--- src/rtl/prod_accum_kh.sv ---
// prod_accum_kh: sums N_TERMS products per frame behind valid/ready handshakes.
// Optional build macro PROD_ACCUM_SATURATE_EN clamps the sum instead of wrapping it.
module prod_accum_kh #(
  parameter int N_TERMS = 4,
  parameter int PROD_W  = 16,
  parameter int ACC_W   = 20
) (
  input  logic              clk,
  input  logic              reset,
  input  logic [PROD_W-1:0] prod,
  input  logic              in_valid,
  output logic              in_ready,
  input  logic              clr,
  output logic [ACC_W-1:0]  sum,
  output logic              out_valid,
  input  logic              out_ready,
  output logic [7:0]        term_cnt
);
  typedef enum logic {ACCUM, HOLD} state_t;
  state_t state, state_n;
  logic [ACC_W-1:0] acc, acc_n, sum_n, res;
  logic [ACC_W:0] add;
  logic [7:0] cnt_n;
  logic ov_n, accept, last;
  assign in_ready = (state == ACCUM) && !clr;
  assign accept = in_valid && in_ready;
  assign last = term_cnt == 8'(N_TERMS - 1);
  assign add = (ACC_W+1)'(acc) + (ACC_W+1)'(prod);
`ifdef PROD_ACCUM_SATURATE_EN
  assign res = add[ACC_W] ? '1 : add[ACC_W-1:0];
`else
  assign res = add[ACC_W-1:0];
`endif
  always_comb begin
    state_n = state;
    acc_n = acc;
    cnt_n = term_cnt;
    sum_n = sum;
    ov_n = out_valid;
    if (clr) begin
      acc_n = '0;
      cnt_n = '0;
      ov_n = 1'b0;
      state_n = ACCUM;
    end else if (accept) begin
      acc_n = last ? '0 : res;
      cnt_n = last ? 8'd0 : term_cnt + 8'd1;
      sum_n = last ? res : sum;
      ov_n = last;
      state_n = last ? HOLD : ACCUM;
    end else if (state == HOLD && out_ready) begin
      ov_n = 1'b0;
      state_n = ACCUM;
    end
  end
  always_ff @(posedge clk) begin
    if (reset) begin
      state <= ACCUM;
      acc <= '0;
      term_cnt <= '0;
      sum <= '0;
      out_valid <= 1'b0;
    end else begin
      state <= state_n;
      acc <= acc_n;
      term_cnt <= cnt_n;
      sum <= sum_n;
      out_valid <= ov_n;
    end
  end
endmodule

--- config.mk ---
export PLATFORM = sky130hd
export DESIGN_NAME = prod_accum_kh
export DESIGN_NICKNAME = d
export VERILOG_FILES = /design/src/rtl/prod_accum_kh.sv
export SDC_FILE = /design/constraint.sdc
export NUM_CORES = 1
export LEC_CHECK = 0
export BUFFER_PORTS_ARGS = -buffer_cell sky130_fd_sc_hd__buf_2
export CORE_AREA = 2 2 79 99
export CTS_BUF_LIST = sky130_fd_sc_hd__clkbuf_4 sky130_fd_sc_hd__clkbuf_8
export DETAILED_ROUTE_END_ITERATION = 7
export DIE_AREA = 0 0 81 101
export PLACE_DENSITY_LB_ADDON = 0.2
export SYNTH_ARGS = -nofsm -noshare
export SYNTH_HDL_FRONTEND = slang
export SYNTH_SLANG_ARGS = --single-unit
--- constraint.sdc ---
create_clock -name clk -period 2.8 [get_ports clk]
set_clock_uncertainty 0.05 [all_clocks]
set_input_delay 0.14 -clock clk [delete_from_list [all_inputs] [get_ports clk]]
set_output_delay 0.14 -clock clk [all_outputs]
set_load 0.1 [all_outputs]
==> out/qor.log <==
qor: sta.report.final.setup_viol 0
qor: pwr.intPower 973.7 uW
qor: final_layout.insertedDiodeCount 0
qor: critical_path.critPathKind flip-flop to flip-flop
qor: die.die_y 101 um
qor: clocking.worstSkewPairLatency 0.30 ns
qor: min_path.worst_hold_path_type input pin to flip-flop
qor: critical_path.crit_path_max_fanout 4
qor: critical_path.cp_data_arrival_time 2.68 ns
qor: die.io_pins 51
qor: grt.antenna_violations_before_repair 0
qor: placement.dp_worst_setup_slack 0.3018 ns
qor: clocking.cts_post_setup_buffers_inserted 0
qor: critical_path.critPathCaptureType flip-flop
qor: routing.first_iter_violations 111
qor: critical_path.worst_path_largest_cell_delay 0.42 ns
qor: die.floorplan.core_area 7269 sq um
qor: sta.finalHoldViolations 0
qor: critical_path.timing.critical_path.cells ha_1 -> fa_1 -> a211oi_1 -> o211ai_1 -> a31o_2 -> a21oi_1 -> mux2i_1 -> a31o_1
qor: clocking.cts_tree done
qor: final_layout.layout-drive-gt1-share 0.2081
qor: yosys.post_synth.cell_area_avg 8.164 sq um
qor: grt.grt_use_total 0.1794
qor: sta.tns 0 ns
qor: final_layout.fin_nets 433
qor: clocking.clockRootBuffer sky130_fd_sc_hd__clkbuf_8
qor: clocking.cts_sinks 49
qor: sta.worst-slew-pin-transition 0.6654 ns
qor: yosys.async_flop_share 0
qor: grt.grt_pass1_wl 11.70 mm
qor: sta.final_critical_path_required_period 2.540 ns
qor: yosys.syn_inst 345
qor: final_layout.finish.utilization 0.4520
qor: die.rows 35
qor: sta.fmax 0.3936 GHz
qor: sta.timing_max_transition_violations_final 0
qor: clocking.cts_buffers 5
qor: die.floorplan.initialDensity 0.3874
qor: yosys.ys_ff_latch 49
qor: clocking.cts_resized 0
qor: yosys.yosysUniqueCellTypes 53
qor: clocking.clk_pin_slew_worst_paths 0.09 ns
qor: pwr.worst_supply_voltage_drop_on_vdd 0.1786 mV
qor: sta.layout_setup_ws 0.2596 ns
qor: die.die_ar 8181 sq um
qor: yosys.synthesis.area 2816 sq um
qor: yosys.synth_fp_nets 384
qor: routing.detailed_route_wl 7.121 mm
qor: yosys.synthFlopType sky130_fd_sc_hd__dfxtp_1
qor: clocking.clk_path_buf_depth 2
qor: sta.layout_worst_path_cycle_share 0.9073
qor: sta.max_slew_margin 0.5547
qor: critical_path.slowest_stage sky130_fd_sc_hd__fa_1
qor: final_layout.syn2layout_area_growth 16.66%
qor: pwr.power_density 403.4 nW/um^2
qor: critical_path.worstPathBufferInverterCount 0
qor: yosys.count_of_flip_flops_with_a_built_in_enable_after_synthesis 0
qor: clocking.htree_levels 2
qor: placement.gp_congestion 0.8914
qor: critical_path.worst_setup_path_start_kind flip-flop
qor: routing.wl_per_cell 14.65 um
qor: flow_run.max_cap_viol_count 0
qor: pwr.power.static_leakage 1.384 nW
qor: die.fp.dieW 81 um
qor: pwr.swShare 0.2654
qor: clocking.cts_hold_repair.buffers 0
qor: critical_path.required 2.94 ns
qor: routing.drc_errors 0
qor: pwr.power.sequential.fraction 0.534
qor: grt.gr-total-overflow 0
qor: placement.dp.cells 479
qor: placement.port-buffer-count 50
qor: grt.pin_count_of_the_biggest_net_entering_global_routing 22
qor: pwr.power_switching 351.8 uW
qor: sta.rsz0062_at_grt false
qor: critical_path.critical-path-top-delay-family compound AO/OA/AOI/OAI gates
qor: routing.vias 2652
qor: routing.detail-route-antenna-nets 0
qor: final_layout.non_filler_instance_count_after_layout 486
qor: yosys.yosys_warnings 0
qor: placement.post-dp-hpwl 5.455 mm
qor: final_layout.fillers 790
qor: routing.drt-vias-per-instance 5.457
qor: grt.first_global_vias 2492
qor: yosys.register_area_share_after_synthesis 0.3483
qor: pwr.clock_power_share 0.327
qor: routing.dr.pass1.iters 6
qor: pwr.combPwrFrac 0.139
qor: status.status finished, final reports clean
-- through the flow --
| stage | total power, mW | cell area [sq um] | hold WS [ns] |
|---|---|---|---|
| 2_1_floorplan | 0.8547 | 2825 | 0.2643 |
| 3_3_place_gp | 0.9069 | 3196 | 0.3452 |
| 3_5_place_dp | 0.9074 | 3196 | 0.3557 |
| 4_1_cts | 1.345 | 3286 | 0.02675 |
| 5_1_grt | 1.384 | 3286 | 0.05801 |
| 6_report | 1.326 | 3286 | 0.03631 |
-- power by group through the flow --
| stage | Sequential [mW] | Combinational, mW | Clock [mW] |
|---|---|---|---|
| after CTS | 0.708 | 0.184 | 0.452 |
| after floorplan | 0.727 | 0.127 | 0 |
| after detailed placement | 0.725 | 0.183 | 0 |
| final | 0.708 | 0.184 | 0.434 |
| after global routing | 0.709 | 0.204 | 0.471 |
| after global placement | 0.724 | 0.183 | 0 |
-- kinds of logic after synthesis --
logic type	share of synthesized area
AO/OA/AOI/OAI	0.2243
buffers and inverters	0.02398
flip-flops	0.3483
multiplexers	0.01466
adder cells (fa/ha/maj)	0.08263
AND/OR/NAND/NOR	0.2532
XOR/XNOR	0.05286
-- Yosys cell counts, drive strengths merged, types with 2 or more instances --
cell    count  area (sq um)
nor3        4         20.02
a22o        2         17.52
a21o        4         30.03
or4         5         37.54
nand2      62         232.7
a211oi      3         27.52
nand2b      2         12.51
nor4b       2         23.77
a21boi      2         15.02
a22oi       3         22.52
o211ai      4         30.03
a21oi      39         210.2
xor2       12         105.1
nand4      12         81.33
dfxtp      49         980.9
ha         17         212.7
and2        5         31.28
clkbuf     12         45.04
o21ai      17         85.08
a31o        3         26.28
nor2       19         76.32
nand3      16         80.08
and3        9         56.30
a31oi       6         37.54
xnor2       5         43.79
mux2i       3         30.03
or3         4         25.02
o21bai      3         22.52
o22ai       3         18.77
buf         3         15.01
-- layout make-up --
type / instances / area [sq um] / share of cell area
tap: 92 / 115.1 / 0.03503
inverter: 2 / 7.507 / 0.002285
clock buffer: 7 / 90.09 / 0.02742
timing repair buffer: 57 / 315.3 / 0.09596
multi-input combinational: 279 / 1775 / 0.5404
sequential: 49 / 982.2 / 0.2989
-- flip-flops by register name, indices dropped and copies added, names as in the netlist --
register and count:
acc 20, sum 20, term_cnt 8, out_valid 1
-- routing by layer --
metal  track usage  share of wire
met1        0.2266           0.46
met2        0.3083           0.49
met3       0.02867          0.031
met4       0.05737          0.024
met5             0              0
-- worst paths after layout --
path	from	slack, ns	to	cells after the start
worst max-delay path	acc[0]	0.26	sum[16]	8
worst min register to register	sum[3]	0.41	sum[3]	2
worst max register to register	acc[0]	0.26	sum[16]	8
worst min-delay path	out_ready	0.04	out_valid	3
-- placed cells by master, fill, tap and decap left out, types with 2 or more instances in the layout --
master	count
sky130_fd_sc_hd__or4_1	5
sky130_fd_sc_hd__a21o_1	4
sky130_fd_sc_hd__a21oi_2	4
sky130_fd_sc_hd__o21ai_0	14
sky130_fd_sc_hd__o211ai_1	4
sky130_fd_sc_hd__a211oi_1	2
sky130_fd_sc_hd__xnor2_1	5
sky130_fd_sc_hd__o21ai_1	3
sky130_fd_sc_hd__a22oi_1	3
sky130_fd_sc_hd__ha_1	17
sky130_fd_sc_hd__a21oi_1	35
sky130_fd_sc_hd__nand2_1	62
sky130_fd_sc_hd__nand3_1	16
sky130_fd_sc_hd__xor2_1	12
sky130_fd_sc_hd__and2_1	5
sky130_fd_sc_hd__dfxtp_1	48
sky130_fd_sc_hd__nor2_1	16
sky130_fd_sc_hd__buf_4	6
sky130_fd_sc_hd__nor2_2	2
sky130_fd_sc_hd__and3_1	9
sky130_fd_sc_hd__or3_1	4
sky130_fd_sc_hd__buf_2	50
sky130_fd_sc_hd__clkbuf_8	6
sky130_fd_sc_hd__mux2i_1	3
sky130_fd_sc_hd__a31o_1	2
sky130_fd_sc_hd__o21bai_1	3
sky130_fd_sc_hd__a22o_1	2
sky130_fd_sc_hd__o22ai_1	3
sky130_fd_sc_hd__nand2b_1	2
sky130_fd_sc_hd__nor3_1	4
sky130_fd_sc_hd__nand4_1	11
sky130_fd_sc_hd__a31oi_1	6
-- worst min-delay path: stages --
cell	delay, ns
sky130_fd_sc_hd__buf_2	0.07
sky130_fd_sc_hd__nand2b_1	0.08
sky130_fd_sc_hd__a21oi_1	0.05
Power figures use the tool's default switching activity.
